## src/rtl/sweep_decoder.sv

```systemverilog
// Registered one-hot decoder with direct, single-sweep, looping-sweep and hold modes.
// Sweep steps last DWELL cycles each; every output comes straight from a flop.
module sweep_decoder #(
    parameter int SEL_W = 5,
    parameter int OUT_W = 32,
    parameter int DWELL = 1
) (
    input  logic             clk,
    input  logic             rst_n,
    input  logic             enable,
    input  logic [SEL_W-1:0] sel,
    input  logic [1:0]       mode,
    input  logic             start,
    output logic [OUT_W-1:0] out,
    output logic [SEL_W-1:0] idx,
    output logic             busy,
    output logic             done,
    output logic             range_err
);

    typedef enum logic {IDLE, RUN} state_t;

    localparam logic [1:0] M_DIRECT = 2'b00;
    localparam logic [1:0] M_ONCE   = 2'b01;
    localparam logic [1:0] M_LOOP   = 2'b10;
    localparam logic [1:0] M_HOLD   = 2'b11;

    // One extra bit so OUT_W == 2**SEL_W stays representable.
    localparam logic [SEL_W:0]   OUT_LIM = (SEL_W + 1)'(OUT_W);
    localparam logic [SEL_W-1:0] LAST    = SEL_W'(OUT_W - 1);
    localparam logic [15:0]      DW_LAST = 16'(DWELL - 1);

    state_t           state_q, state_d;
    logic [OUT_W-1:0] out_q, out_d;
    logic [SEL_W-1:0] idx_q, idx_d;
    logic [15:0]      cnt_q, cnt_d;
    logic             loop_q, loop_d;
    logic             done_q, done_d;
    logic             rerr_q, rerr_d;

    logic             sel_ok;
    logic [OUT_W-1:0] sel_hot;

    assign sel_ok  = {1'b0, sel} < OUT_LIM;
    assign sel_hot = OUT_W'(1) << sel;

    always_comb begin
        state_d = state_q;
        out_d   = out_q;
        idx_d   = idx_q;
        cnt_d   = cnt_q;
        loop_d  = loop_q;
        done_d  = 1'b0;
        rerr_d  = 1'b0;
        unique case (state_q)
            IDLE: begin
                if (!enable) begin
                    out_d = '0;
                end else begin
                    unique case (mode)
                        M_DIRECT: begin
                            if (sel_ok) begin
                                out_d = sel_hot;
                                idx_d = sel;
                            end else begin
                                out_d  = '0;
                                rerr_d = 1'b1;
                            end
                        end
                        M_HOLD: begin
                        end
                        M_ONCE, M_LOOP: begin
                            if (start) begin
                                if (sel_ok) begin
                                    out_d   = sel_hot;
                                    idx_d   = sel;
                                    cnt_d   = '0;
                                    loop_d  = (mode == M_LOOP);
                                    state_d = RUN;
                                end else begin
                                    rerr_d = 1'b1;
                                end
                            end
                        end
                    endcase
                end
            end
            RUN: begin
                if (!enable) begin
                    out_d   = '0;
                    state_d = IDLE;
                end else if (cnt_q == DW_LAST) begin
                    cnt_d = '0;
                    if (idx_q != LAST) begin
                        idx_d = idx_q + SEL_W'(1);
                        out_d = out_q << 1;
                    end else if (loop_q) begin
                        idx_d = '0;
                        out_d = OUT_W'(1);
                    end else begin
                        out_d   = '0;
                        done_d  = 1'b1;
                        state_d = IDLE;
                    end
                end else begin
                    cnt_d = cnt_q + 16'd1;
                end
            end
        endcase
    end

    always_ff @(posedge clk or negedge rst_n) begin
        if (!rst_n) begin
            state_q <= IDLE;
            out_q   <= '0;
            idx_q   <= '0;
            cnt_q   <= '0;
            loop_q  <= 1'b0;
            done_q  <= 1'b0;
            rerr_q  <= 1'b0;
        end else begin
            state_q <= state_d;
            out_q   <= out_d;
            idx_q   <= idx_d;
            cnt_q   <= cnt_d;
            loop_q  <= loop_d;
            done_q  <= done_d;
            rerr_q  <= rerr_d;
        end
    end

    assign out       = out_q;
    assign idx       = idx_q;
    assign busy      = (state_q == RUN);
    assign done      = done_q;
    assign range_err = rerr_q;

endmodule
```

## config.mk

```make
export PLATFORM = sky130hd
export DESIGN_NAME = sweep_decoder
export DESIGN_NICKNAME = d
export VERILOG_FILES = /design/src/rtl/sweep_decoder.sv
export SDC_FILE = /design/constraint.sdc
export NUM_CORES = 1
export LEC_CHECK = 0
export ABC_AREA = 0
export CORE_AREA = 4 4 61 118
export DETAILED_ROUTE_END_ITERATION = 6
export DIE_AREA = 0 0 65 122
export GPL_ROUTABILITY_DRIVEN = 1
export PLACE_DENSITY = 0.81
export SLEW_MARGIN = 25
export SYNTH_ARGS = -nofsm -noshare
export SYNTH_HDL_FRONTEND = slang
export SYNTH_SLANG_ARGS = --single-unit
export TNS_END_PERCENT = 5
```

## constraint.sdc

```tcl
create_clock -name clk -period 2.34 [get_ports clk]
set_input_delay 0.468 -clock clk [delete_from_list [all_inputs] [get_ports clk]]
set_output_delay 0.468 -clock clk [all_outputs]
set_load 0.1 [all_outputs]
```

==> flow_summary.yaml, run 1 <==
sta:
  period_needed_ps: 2070
  finClkSkew_ps: 7.85
  hold_violations: 0
  finalSetupViolations: 0
  setup_tns_ps: 0
  period_share_pct: 88.6
  timing.fmax_mhz: 482
  slew_viol_final: 0
  rsz0062_at_grt: "no"
place:
  dp_hpwl_mm: 5.98
  postPlaceCellArea_sq_um: 3860
  globalplace.congestion: 0.901
  portBuffers: 49
  dp.cells: 423
floorplan:
  start_util_pct: 52.2
  die_w_um: 65
  ioPinCount: 51
  dieArea_sq_um: 7930
  rows: 41
  die_height_um: 122
  core_sq_um: 6310
finish:
  insertedDiodeCount: 0
  syn_to_final_growth_pct: 21.4
  postLayoutCellArea_sq_um: 4000
  finish.utilization_pct: 63.4
  finalNonFillerCells: 430
  nNetsFinal: 363
  drive_above_1_share_pct: 33.7
logic_synthesis:
  async_flop_share_pct: 100
  yosys.area.top_type: "dfrtp_1"
  synth-edff-count: 0
  synthCells: 287
  synth_top_area_share_pct: 42.5
  syn_area_sq_um: 3300
  yosysWarningCount: 0
  synth_nets: 306
  syn_area_per_cell_sq_um: 11.5
  synth_seq_area_share_pct: 42.5
  synth_area_leaders: "dfrtp_1, mux2_4, o2bb2ai_1, a22o_1, ha_1"
  synth_ff_type: "dfrtp_1"
  ys_types: 47
  synth_seq_cells: 56
grt:
  grt_pass1_vias: 2597
  grt_max_degree: 57
  use_met3_pct: 3.41
  grt_use_total_pct: 21.2
  gr-total-overflow: 0
  met2_usage_pct: 40.3
  antenna_found_initial: 0
  grt_pass1_wl_mm: 13.0
  use_met1_pct: 22.3
  grt.busiest_layer: "met2"
setup_path:
  worst_setup_path_end_kind: "register"
  crit_fanout: 7
  critPathLaunchType: "primary input"
  crit_arrival_ps: 2250
  cp.required_ps: 2520
  critPathKind: "primary input to register"
hold_path:
  min_path_type: "primary input to async pin"
power_and_ir_drop:
  power_leakage_nw: 1.84
  p_sw_share_pct: 38.1
  clkPwrFrac_pct: 27.2
  finalPower_mw: 2.71
  seq_power_share_pct: 40.8
  ir_drop_uv: 471
  p_sw_mw: 1.03
  p_int_mw: 1.68
  power_per_cell_area_nw_per_um2: 677
  power_frac_comb_pct: 31.9
routing:
  totalWireLength_mm: 7.99
  drt_iter0_drc: 190
  viasPerCell: 5.94
  ant_nets: 0
  drc: 0
  wl_per_cell_um: 18.6
  vias: 2555
  firstDrtPassIters: 4
clock_tree:
  clkSinkCount: 56
  path_clk_slew_ps: 70
  cts_hold_buffers: 0
  cts_setup_buffers: 0
  cts_resized: 0
  tritoncts: "built"
  clk_latency_ps: 300
  htreeDepth: 2
  cts_root_buf: "clkbuf_16"
  clockBufferDepth: 2
  cts_buffers: 5
run_status:
  status: "finished, final reports clean"
job:
  drv_cap: 0
layout make-up:
class / count / area [sq um]
fill: 504 / 2310
multi-input combinational: 205 / 1740
sequential: 56 / 1410
timing repair buffer: 68 / 581
clock buffer: 5 / 125
tap: 86 / 108
inverter: 8 / 30.0
clock inverter: 2 / 12.5
cell families (layout without fill, tap and decap cells):
| group | count (synthesis) | after routing | synth area share [%] |
|---|---|---|---|
| muxes | 38 | 38 | 16.4 |
| AOI/OAI and AO/OA | 80 | 80 | 18.8 |
| buffers and inverters | 26 | 83 | 4.75 |
| other | 1 | 1 | 0.114 |
| DFF | 56 | 56 | 42.5 |
| adders and majority gates | 8 | 8 | 3.04 |
| and+or+nand+nor | 78 | 78 | 14.4 |
cell usage after synthesis (all sizes together), types with 5 or more instances:
| master | n |
|---|---|
| buf | 9 |
| inv | 8 |
| a21oi | 9 |
| nand2 | 23 |
| nor2 | 6 |
| ha | 8 |
| a31oi | 11 |
| nand3 | 9 |
| nand2b | 5 |
| o2bb2ai | 16 |
| and3 | 7 |
| mux2 | 37 |
| a41oi | 5 |
| o21ai | 8 |
| clkbuf | 9 |
| dfrtp | 56 |
| a22o | 12 |
| o211ai | 5 |
stage by stage:
| stage | setup slack [ps] | hold slack [ps] |
|---|---|---|
| floorplan | -18.6 | 172 |
| global placement | -13.7 | 487 |
| detailed placement | -46.1 | 492 |
| CTS | 264 | 171 |
| global route | 210 | 192 |
| finish | 266 | 163 |
layer usage:
metal / part of all wire [%] / wire length [um] / up-vias
met5: 0 / 0 / -
met4: 2.2 / 179 / 0
met3: 4.0 / 320 / 15
met2: 57 / 4570 / 69
met1: 37 / 2920 / 1276
li1: - / - / 1195
power by group through the flow:
| stage | clock network (mW) | registers [mW] | logic (mW) |
|---|---|---|---|
| final | 0.738 | 1.11 | 0.865 |
| after global routing | 0.789 | 1.12 | 0.911 |
| after CTS | 0.748 | 1.11 | 0.869 |
| after detailed placement | 0 | 1.13 | 0.867 |
| after global placement | 0 | 1.12 | 0.856 |
| after floorplan | 0 | 1.45 | 0.310 |
cell usage in the layout, fill, tap and decap left out, drive strengths merged, types with 2 or more instances in the layout:
cell	n
or2	2
nand3b	4
buf	59
nor2	6
and3	7
o211ai	5
ha	8
o2bb2ai	16
nor2b	3
nand2b	5
mux2	37
a41oi	5
dfrtp	56
nand3	9
a21oi	9
nand2	23
a32oi	2
or4	2
nor3b	4
o21a	3
clkdlybuf4s50	9
nor4	3
a31oi	11
nor3	2
nand4	3
inv	8
a22o	12
clkbuf	5
o21ai	8
a32o	4
and4	3
state kept, by name (all words and copies together), names as in the netlist:
signal  flops
idx         5
done        1
loop_q      1
cnt_q      16
busy        1
out        32
worst paths after layout:
kind | from | endpoint | slack (ps) | depth (start not counted)
hold / removal | rst_n | out[10]$_DFFE_PN0P_ | 160 | 2
setup reg to reg | cnt_q[0]$_DFFE_PN0P_ | out[20]$_DFFE_PN0P_ | 310 | 7
setup / recovery | mode[0] | out[20]$_DFFE_PN0P_ | 270 | 7
max in group asynchronous | rst_n | busy$_DFF_PN0_ | 1920 | 2
hold reg to reg | out[31]$_DFFE_PN0P_ | out[31]$_DFFE_PN0P_ | 520 | 1
min in group clk | out[31]$_DFFE_PN0P_ | out[31]$_DFFE_PN0P_ | 520 | 1
critical path, cell delays in order:
cell             delay, ps
clkdlybuf4s50_1        480
inv_1                   60
ha_1                   310
and2_1                 180
o21ai_4                210
buf_4                  220
mux2_4                 310
(Power assumes the default switching activity.)
==> run 2, diff against run 1 <==
--- a/config.mk
+++ b/config.mk
@@ -6,11 +6,10 @@
 export NUM_CORES = 1
 export LEC_CHECK = 0
 export ABC_AREA = 0
-export CORE_AREA = 4 4 61 118
+export CORE_AREA = 4 4 60 117
 export DETAILED_ROUTE_END_ITERATION = 6
-export DIE_AREA = 0 0 65 122
-export GPL_ROUTABILITY_DRIVEN = 1
-export PLACE_DENSITY = 0.81
+export DIE_AREA = 0 0 64 121
+export PLACE_DENSITY = 0.82
 export SLEW_MARGIN = 25
 export SYNTH_ARGS = -nofsm -noshare
 export SYNTH_HDL_FRONTEND = slang
==> constraint.sdc (replaced) <==
create_clock -name clk -period 2.5 [get_ports clk]
set_input_delay 0.5 -clock clk [delete_from_list [all_inputs] [get_ports clk]]
set_output_delay 0.5 -clock clk [all_outputs]
set_load 0.1 [all_outputs]
==> flow_summary.yaml, run 2 (same netlist as run 1, synthesis figures left out) <==
finish:
  drive_above_1_share_pct: 31.8
  most-common-layout-cells: "dfrtp_1, buf_4, mux2_4"
  fill_cells: 504
  mostFrequentLayoutCell: "dfrtp_1"
  largest_reg_flops: 32
  syn_to_final_growth_pct: 19.9
  insertedDiodeCount: 0
  finalNonFillerCells: 423
  finish.utilization_pct: 63.7
  postLayoutCellArea_sq_um: 3950
  regArea_sq_um: 1400
  nNetsFinal: 355
  multi_input_area_sq_um: 1740
floorplan:
  core_sq_um: 6210
  die_height_um: 121
  rows: 41
  die_w_um: 64
  dieArea_sq_um: 7740
  ioPinCount: 51
  start_util_pct: 53.1
sta:
  hold_violations: 0
  period_needed_ps: 2210
  rsz0062_at_grt: "no"
  max-slew-margin-rel_pct: 58.6
  slew_viol_final: 0
  finClkSkew_ps: 7.02
  timing.fmax_mhz: 452
  hold_slack_ps: 204
  finalSetupViolations: 0
  period_share_pct: 88.5
  tightest_slew_ps: 621
setup_path:
  timing.rr.start: "cnt_q[0]$_DFFE_PN0P_"
  crit_slowest_cell: "clkdlybuf4s50_1"
  worst_setup_path_end_kind: "register"
  cp_top_family: "buffers and inverters"
  crit_fanout: 17
  critPathKind: "primary input to register"
  critPathLaunchType: "primary input"
  path_buf_inv: 3
  critPathMaxStageDelay_ps: 490
  crit_path_cell_trace: "clkdlybuf4s50_1 > inv_1 > ha_1 > and2_1 > o21ai_4 > buf_12 > mux2_2"
  crit_arrival_ps: 2400
  crit_start: "mode[0]"
  cp.required_ps: 2690
job:
  drv_cap: 0
clock_tree:
  cts_setup_buffers: 0
  clkSinkCount: 56
  htreeDepth: 2
  path_clk_slew_ps: 70
  tritoncts: "built"
  cts_root_buf: "clkbuf_16"
  clockBufferDepth: 2
  cts_buffers: 5
  cts_hold_buffers: 0
  clk_latency_ps: 300
  cts_resized: 0
grt:
  antenna_found_initial: 0
  grt_pass1_wl_mm: 12.6
  grt_max_degree: 33
  gr-total-overflow: 0
  grt_use_total_pct: 20.5
  grt_pass1_vias: 2577
place:
  portBuffers: 49
  postPlaceCellArea_sq_um: 3800
  globalplace.congestion: 0.944
  dp_hpwl_mm: 5.55
  dp.cells: 415
routing:
  drc: 0
  vias: 2578
  viasPerCell: 6.09
  firstDrtPassIters: 4
  totalWireLength_mm: 7.50
  drt_iter0_drc: 233
  ant_nets: 0
  wl_per_cell_um: 17.7
run_status:
  status: "finished, final reports clean"
hold_path:
  min_path_type: "primary input to async pin"
power_and_ir_drop:
  ir_drop_uv: 1170
  power_leakage_nw: 1.80
  power_per_cell_area_nw_per_um2: 648
  finalPower_mw: 2.56
==> run 2: changes by cell type in the layout (fill, tap and decap cells not counted) <==
| cell | change |
|---|---|
| clkbuf_8 | +1 |
| buf_4 | -8 |
| dfrtp_1 | +1 |
| dfrtp_2 | -1 |
| clkinv_2 | -1 |
| clkbuf_1 | +1 |
==> run 2: through the flow <==
| step | worst slack [ps] | TNS (ps) |
|---|---|---|
| 2_1_floorplan | 132 | 0 |
| 3_3_place_gp | 47.1 | 0 |
| 3_5_place_dp | -32.8 | -65.8 |
| 4_1_cts | 286 | 0 |
| 5_1_grt | 220 | 0 |
| 6_report | 287 | 0 |
==> run 2: layer usage <==
metal | vias up | part of all wire [%] | GRT usage (%)
li1 | 1194 | - | -
met1 | 1274 | 44 | 26.9
met2 | 91 | 49 | 32.5
met3 | 19 | 4.4 | 4.08
met4 | 0 | 2.7 | 8.66
met5 | - | 0 | 0
==> run 2: final timing paths <==
kind / endpoint / slack [ps] / cells past startpoint
max: out[14]$_DFFE_PN0P_ / 290 / 7
min: cnt_q[4]$_DFFE_PN0P_ / 200 / 1
max reg2reg: out[27]$_DFFE_PN0P_ / 470 / 7
min reg2reg: out[31]$_DFFE_PN0P_ / 540 / 1
max in group asynchronous: out[28]$_DFFE_PN0P_ / 1710 / 2
min in group clk: out[31]$_DFFE_PN0P_ / 540 / 1
==> run 2: cell type report <==
type | count | share of cell area, %
sequential | 56 | 35.5
tap | 86 | 2.72
multi-input combinational | 205 | 44.0
clock buffer | 7 | 3.61
inverter | 8 | 0.760
timing repair buffer | 60 | 13.2
clock inverter | 1 | 0.190
==> run 2: worst register-to-register path, stage by stage (launching register included) <==
cell and delay, ps:
dfrtp_1 440, inv_1 90, ha_1 150, nor4b_4 290, a41o_2 350, o21ai_4 110
buf_12 180, mux2_4 310
==> run 2: report_power, final <==
group          leakage [nW]  total, mW  switching, mW  internal, mW
registers             0.766       1.04         0.0750         0.963
clock network        0.0701      0.721          0.321         0.400
logic                 0.967      0.800          0.566         0.234
==> run 3, diff against run 2 <==
--- a/config.mk
+++ b/config.mk
@@ -6,10 +6,11 @@
 export NUM_CORES = 1
 export LEC_CHECK = 0
 export ABC_AREA = 0
-export CORE_AREA = 4 4 60 117
+export CORE_AREA = 4 4 66 129
 export DETAILED_ROUTE_END_ITERATION = 6
-export DIE_AREA = 0 0 64 121
-export PLACE_DENSITY = 0.82
+export DIE_AREA = 0 0 70 133
+export GPL_TIMING_DRIVEN = 0
+export PLACE_DENSITY = 0.7
 export SLEW_MARGIN = 25
 export SYNTH_ARGS = -nofsm -noshare
 export SYNTH_HDL_FRONTEND = slang
==> flow_summary.yaml, run 3 (same netlist as run 1, synthesis figures left out) <==
routing:
  vias: 2570
  dr_wl_met2_mm: 4.71
  firstDrtPassIters: 4
  dr_wl_met3_um: 258
  ant_nets: 0
  routed.top_layer: "met4"
  drc: 0
  drt_iter0_drc: 131
  wl_per_cell_um: 18.7
  totalWireLength_mm: 8.20
  met1_length_mm: 2.93
  viasPerCell: 5.85
finish:
  regArea_sq_um: 1400
  nNetsFinal: 363
  fill_cells: 680
  mostFrequentLayoutCell: "dfrtp_1"
  finish.utilization_pct: 54.1
  multi_input_area_sq_um: 1740
  syn_to_final_growth_pct: 24.0
  largest_reg_flops: 32
  insertedDiodeCount: 0
  most-common-layout-cells: "dfrtp_1, clkdlybuf4s50_1, mux2_4"
  drive_above_1_share_pct: 19.4
  postLayoutCellArea_sq_um: 4090
setup_path:
  cp_top_family: "buffers and inverters"
  path_buf_inv: 1
  critPathMaxStageDelay_ps: 1170
  crit_fanout: 5
  crit_slowest_cell: "clkdlybuf4s50_1"
  cp.required_ps: 2000
  critPathLaunchType: "register"
  critPathKind: "register to primary output"
  crit_arrival_ps: 1900
  worst_setup_path_end_kind: "primary output"
  crit_path_cell_trace: "clkdlybuf4s50_1"
run_status:
  status: "finished, final reports clean"
clock_tree:
  cts_root_buf: "clkbuf_16"
  path_clk_slew_ps: 70
  htreeDepth: 2
  cts_hold_buffers: 0
  cts_setup_buffers: 0
  tritoncts: "built"
  clkSinkCount: 56
  clk_latency_ps: 300
  cts_resized: 0
  clockBufferDepth: 2
  cts_buffers: 5
power_and_ir_drop:
  ir_drop_uv: 531
  finalPower_mw: 2.59
  power_leakage_nw: 1.74
  power_per_cell_area_nw_per_um2: 634
sta:
  rsz0062_at_grt: "no"
  tightest_slew_ps: 974
  hold_violations: 0
  period_share_pct: 96.0
  hold_slack_ps: 45.0
  finClkSkew_ps: 3.52
  max-slew-margin-rel_pct: 34.8
  finalSetupViolations: 0
  slew_viol_final: 0
  period_needed_ps: 2400
  timing.fmax_mhz: 417
floorplan:
  start_util_pct: 43.7
  core_sq_um: 7540
  rows: 45
  dieArea_sq_um: 9310
  ioPinCount: 51
  die_w_um: 70
  die_height_um: 133
grt:
  grt_use_total_pct: 18.0
  antenna_found_initial: 0
  grt_pass1_wl_mm: 13.3
  grt_max_degree: 44
  gr-total-overflow: 0
  grt_pass1_vias: 2628
job:
  drv_cap: 0
place:
  postPlaceCellArea_sq_um: 3930
  portBuffers: 49
  dp_hpwl_mm: 6.42
  globalplace.congestion: 0.819
hold_path:
  min_path_type: "primary input to async pin"
==> run 3: cell type report <==
| cell class | count | share of cell area (%) |
|---|---|---|
| multi-input combinational | 205 | 42.5 |
| sequential | 56 | 34.4 |
| timing repair buffer | 50 | 12.6 |
| clock buffer | 6 | 3.40 |
| buffer | 18 | 3.09 |
| tap | 94 | 2.88 |
| inverter | 8 | 0.735 |
| clock inverter | 2 | 0.368 |
==> run 3: stage by stage <==
stage	TNS, ps	setup WS, ps	cells
2_1_floorplan	0	132	287
3_3_place_gp	-49040	-1020	430
3_5_place_dp	-4040	-143	431
4_1_cts	0	87.9	439
5_1_grt	0	53.9	439
6_report	0	100	439
==> run 3: power breakdown <==
| group | leakage, nW | internal (mW) | switching, mW |
|---|---|---|---|
| logic | 0.907 | 0.252 | 0.571 |
| registers | 0.766 | 0.963 | 0.0735 |
| clock network | 0.0691 | 0.399 | 0.332 |
==> run 3: worst paths after layout <==
kind                       depth (start not counted)  slack, ps                     to                 from
setup reg to reg                                   7        260    out[15]$_DFFE_PN0P_   idx[0]$_DFFE_PN0P_
hold reg to reg                                    1        520    out[31]$_DFFE_PN0P_  out[31]$_DFFE_PN0P_
min in group clk                                   1        520    out[31]$_DFFE_PN0P_  out[31]$_DFFE_PN0P_
max in group asynchronous                          2       1990  cnt_q[15]$_DFFE_PN0P_                rst_n
hold / removal                                     1         40    out[11]$_DFFE_PN0P_                rst_n
setup / recovery                                   1        100                 idx[3]   idx[3]$_DFFE_PN0P_
==> run 3: per-layer routing <==
layer / up-vias / GRT usage (%)
li1: 1204 / -
met4: 0 / 9.38
met5: - / 0
met2: 67 / 34.9
met1: 1277 / 17.8
met3: 22 / 2.74
